$ cat src/rtl/comparator_pkg.sv
// Shared constants and result-flag type for the registered magnitude comparator.
package comparator_pkg;

    localparam int DEFAULT_WIDTH = 4;

    typedef struct packed {
        logic greater;
        logic equal;
        logic lesser;
    } flags_t;

endpackage

$ cat src/rtl/comparator_core.sv
// Combinational compare of a against b. One signed compare covers both
// signed and unsigned modes.
module comparator_core
    import comparator_pkg::*;
#(
    parameter int WIDTH = DEFAULT_WIDTH
) (
    input  logic [WIDTH-1:0] a,
    input  logic [WIDTH-1:0] b,
    input  logic             is_signed,
    output flags_t           flags
);

    logic signed [WIDTH:0] a_ext_s;
    logic signed [WIDTH:0] b_ext_s;

    // Add one extra top bit. It copies the sign bit in signed mode and is zero otherwise.
    always_comb begin
        a_ext_s = $signed({is_signed & a[WIDTH-1], a});
        b_ext_s = $signed({is_signed & b[WIDTH-1], b});
        flags   = flags_t'(3'b000);
        if (a == b) begin
            flags.equal = 1'b1;
        end else if (a_ext_s > b_ext_s) begin
            flags.greater = 1'b1;
        end else begin
            flags.lesser = 1'b1;
        end
    end

endmodule

$ cat src/rtl/comparator.sv
// Registered comparator. Operands qualified by in_valid produce flags one cycle
// later. The flags hold their values across idle cycles.
module comparator
    import comparator_pkg::*;
#(
    parameter int WIDTH = DEFAULT_WIDTH
) (
    input  logic             clk,
    input  logic             rst_n,
    input  logic             in_valid,
    input  logic [WIDTH-1:0] a,
    input  logic [WIDTH-1:0] b,
    input  logic             is_signed,
    output logic             out_valid,
    output logic             greater,
    output logic             lesser,
    output logic             equal
);

    flags_t core_flags_s;
    flags_t flags_r;
    logic   out_valid_r;

    comparator_core #(.WIDTH(WIDTH)) u_core (
        .a         (a),
        .b         (b),
        .is_signed (is_signed),
        .flags     (core_flags_s)
    );

    // Output stage. Reset wins over in_valid. The flags change only when a new pair is accepted.
    always_ff @(posedge clk) begin
        if (!rst_n) begin
            out_valid_r <= 1'b0;
            flags_r     <= flags_t'(3'b000);
        end else begin
            out_valid_r <= in_valid;
            if (in_valid) begin
                flags_r <= core_flags_s;
            end else begin
                flags_r <= flags_r;
            end
        end
    end

    assign out_valid = out_valid_r;
    assign greater   = flags_r.greater;
    assign lesser    = flags_r.lesser;
    assign equal     = flags_r.equal;

endmodule

$ cat config.mk
export PLATFORM = sky130hd
export DESIGN_NAME = comparator
export DESIGN_NICKNAME = d
export VERILOG_FILES = /design/src/rtl/comparator_pkg.sv /design/src/rtl/comparator_core.sv /design/src/rtl/comparator.sv
export SDC_FILE = /design/constraint.sdc
export NUM_CORES = 1
export LEC_CHECK = 0
export CAP_MARGIN = 40
export CELL_PAD_IN_SITES_DETAIL_PLACEMENT = 1
export CELL_PAD_IN_SITES_GLOBAL_PLACEMENT = 1
export CORE_AREA = 2 2 39 41
export CTS_BUF_LIST = sky130_fd_sc_hd__clkbuf_8
export CTS_CLUSTER_DIAMETER = 100
export DETAILED_ROUTE_END_ITERATION = 16
export DIE_AREA = 0 0 41 43
export PLACE_DENSITY = 0.73
export SLEW_MARGIN = 20
export SYNTH_ARGS = -nofsm -noshare
export SYNTH_HDL_FRONTEND = slang
export SYNTH_HIERARCHICAL = 1
export SYNTH_SLANG_ARGS = --single-unit
$ cat constraint.sdc
create_clock -name clk -period 1.9 [get_ports clk]
set_input_delay 0.38 -clock clk [delete_from_list [all_inputs] [get_ports clk]]
set_output_delay 0.38 -clock clk [all_outputs]
set_load 0.01 [all_outputs]
* After elaboration in Yosys (flattened, before gate mapping)
Cells that the tools add are included.
W data, S select, Z words.
** Cells by class
- Magnitude comparators :: 1
- Eq/ne operators :: 1
- Mux-type cells :: 5
- Bitwise operators :: 2
** Operators by type and width (count)
- $gt A5 B5 Y1 :: 1
- $mux W1 :: 5
- $eq A4 B4 Y1 :: 1
- $and A1 B1 Y1 :: 2
** Word-level totals
- Register bits :: 4
- Input port bits :: 12
- Word-level logic and storage cells :: 13

* Longest topological paths before layout
- Word-level depth :: 4
- Gate-level depth with buffers :: 8
- Mapped depth without buffers :: 8

* Hierarchy
Netlist, hierarchy kept.
** By module, submodules not included
- comparator :: instances 1, cells each 11, area an instance 136.4 µm²
- comparator_core :: instances 1, cells each 18, area an instance 130.1 µm²

* Worst setup path before layout
OpenSTA, ideal clock, no wires.
- Path type :: input to register
- Start :: in b[2]
- End :: reg flags_r, in the netlist greater
- Arrival time :: 1.450 ns
- Setup slack :: 0.334 ns
- Cell stages on the path :: 8
- Cell sequence :: inv_1 > ha_1 > o21ai_0 > a21oi_1 > a211o_1 > and3b_1 > mux2i_1 > nor2b_1
** RTL lines
- from (decl) :: line comparator.sv:12 : input logic [WIDTH-1:0] b,
- to (signal assigned) :: line comparator.sv:35 : flags_r <= flags_t'(3'b000);
- to (signal assigned) :: line comparator.sv:39 : flags_r <= core_flags_s;
- to (signal assigned) :: line comparator.sv:41 : flags_r <= flags_r;
- to (decl) :: line comparator.sv:21 : flags_t flags_r;

==> out/qor.txt <==
status -> finished, final reports clean
Register Area -> 80.1 µm²
RSZ-0062 raised after global routing -> false
number of CTS-inserted buffers -> 3
synth top area cells -> dfxtp_1 30%, ha_1 19%, mux2i_1 11%
All-Layer GR Usage -> 0.0974
via count -> 277
Worst-Skew Late Latency -> 210 ps
Sw Share -> 0.208
via/cell ratio -> 4.20
area of the core -> 0.00138 mm²
Final Instance Area -> 518 µm²
Starting DRT DRC Count -> 0
Synth cell types -> 15
Setup CP Type -> primary input to flop
Logic pwr share -> 0.236
syn_nets -> 45
post-synthesis sequential area ratio -> 0.300
drt first pass iters -> 1
drt wl/cell -> 9.52 µm
Switch Pwr -> 0.0733 mW
non-filler instance count after layout -> 66
DP HPWL -> 533 µm
max incr delay on CP -> 460 ps
DP Area -> 459 µm²
Clock Skews -> 0 ps
cell count of the worst reg-to-reg path -> 2
antenna viol nets, final -> 0
MaxCap Viol Count -> 0
HP Class -> flop to flop
internal power -> 0.279 mW
Final period util -> 0.923
Tightest Pin Transition -> 217 ps
setup violators final -> 0
Mean Syn Cell Area -> 9.19 µm²
worst-path fanout max -> 2
Reg power frac -> 0.264
Clock Sinks -> 4
# nets final -> 68
Cell Area, Synth -> 267 µm²
vias in the first global route -> 287
Die ar. -> 0.00176 mm²
Worst VDD drop -> 0.504 mV
CTS max path bufs -> 2
P&R area growth vs syn -> 94.4%
Worst Path Required -> 2000 ps
Multi-input gate area -> 184 µm²
I/O pin count -> 16
critical-path cell list -> clkdlybuf4s50_1 > ha_1 > o21ai_1 > a21oi_1 > a211o_1 > and3b_1 > mux2i_1 > nor2b_1
Port Buffers -> 15
CP arrival -> 1850 ps
area leader, netlist -> dfxtp_1
Pwr Density -> 680 mW/mm²
row count -> 14
Initial Util -> 0.193
Setup Fix Bufs, Post-CTS -> 0
FMAX -> 570 MHz
largest net degree at the start of global routing -> 5
fraction of layout cells with a size suffix above 1 -> 0.160
worst hold margin -> 518 ps
crit path launch type -> primary input
Die Height -> 43 µm
placed cell count -> 63
Max-Slew Margin vs Limit -> 0.855
Pleak -> 0.250 nW
Cells after Synth -> 29
Worst-path clk slew -> 30 ps
antenna cells -> 0
final wirelength -> 628 µm
die width -> 41 µm
Yosys top cell area share -> 0.300
Final Max Slew Viols -> 0
# fillers -> 174
CTS tree -> yes
first-pass GRT wire length -> 1060 µm
FF+latch count, synth -> 4
Critical Path Stages -> 8
Synth warnings -> 6
DRC Markers -> 0
htree depth -> 1
Final Hold Fails -> 0
initial antenna violation count -> 0
GRT Residual Overflow -> 0
hold depth -> 2
Root Buffer -> clkbuf_8
Hold-fix buffers, CTS -> 0
slowest CP cell -> clkdlybuf4s50_1
Routability Congestion -> 0.589
Top delay family on crit path -> buffers and inverters
CP Buf/Inv Count -> 1
Worst Setup End Kind -> flop
Clk pwr share -> 0.499
final critical-path required period -> 1750 ps
Setup TNS -> 0 ps
metrics by stage:
| stage | power, mW | setup slack [ps] | utilization |
|---|---|---|---|
| finish | 0.352 | 146 | 0.374 |
| global route | 0.373 | 22.3 | 0.374 |
| detailed placement | 0.177 | -260 | 0.332 |
| floorplan | 0.128 | 334 | - |
| global placement | 0.175 | -185 | 0.332 |
| CTS | 0.360 | 6.23 | 0.362 |
worst reg2reg max path: cells and delay by family, from the launching register on:
| family | cells | cell delay, ps |
|---|---|---|
| muxes | 1 | 130 |
| DFF | 1 | 310 |
| and+or+nand+nor | 1 | 60 |
registers in the layout, indices dropped and copies added, names as in the netlist:
| register | count |
|---|---|
| equal | 1 |
| out_valid | 1 |
| greater | 1 |
| lesser | 1 |
power by group through the flow:
stage | sequential [mW] | combinational [mW] | clock, mW
2_1_floorplan | 0.0966 | 0.0316 | 0
3_3_place_gp | 0.0938 | 0.0816 | 0
3_5_place_dp | 0.0943 | 0.0826 | 0
4_1_cts | 0.0933 | 0.0838 | 0.182
5_1_grt | 0.0935 | 0.0941 | 0.186
6_report | 0.0931 | 0.0832 | 0.176
area by class of cell:
| cell class | count | share of cell area |
|---|---|---|
| well taps | 16 | 0.0386 |
| inverters | 4 | 0.0290 |
| flip-flops and latches | 4 | 0.155 |
| repair buffers | 18 | 0.343 |
| clock buffers | 3 | 0.0797 |
| multi-input cells | 21 | 0.355 |
metal layers:
metal / up-vias / track usage / part of all wire
met5: - / 0 / 0
met4: 0 / 0.120 / 0.054
met3: 4 / 0.0262 / 0.091
met2: 11 / 0.131 / 0.46
met1: 120 / 0.103 / 0.39
li1: 142 / - / -
synth_stat cells:
master    instances
mux2i_1           3
nor2_1            1
nand3_1           1
nor2b_1           3
a211o_1           1
and3b_1           1
nand2b_1          1
dfxtp_1           4
and2_2            1
inv_1             4
ha_1              4
and4_1            1
o21ai_0           1
a21oi_1           2
xor2_1            1
worst paths after layout:
kind | from | endpoint | slack, ps
setup / recovery | a[2] | greater | 150
hold / removal | equal | equal | 520
setup reg to reg | greater | greater | 1290
hold reg to reg | equal | equal | 520
logic make-up after synthesis:
family	Yosys count	share of synthesized area
simple gates	9	0.221
compound gates	4	0.0892
buf+inv	4	0.0563
fa+ha+maj	4	0.188
flops	4	0.300
mux	3	0.113
xor+xnor	1	0.0329
layout by cell type (no fill, tap or decap):
master and count:
nand3_1 1, o21ai_1 1, clkbuf_8 3, clkdlybuf4s50_1 13, dlymetal6s2s_1 2, ha_1 3, buf_4 3, nand2b_1 1
nor2_1 1, xor2_1 1, inv_1 4, nor2b_1 3, and4_1 1, dfxtp_1 4, a211o_1 1, and2_2 1
ha_4 1, and3b_1 1, a21oi_1 2, mux2i_1 3
repair_timing:
item / 4_1_cts / 5_1_grt
endpoints found under the setup margin: 1 / 2
gates resized for setup: 1 / 3
pin swaps: 0 / 4
Power figures use the tool's default switching activity.
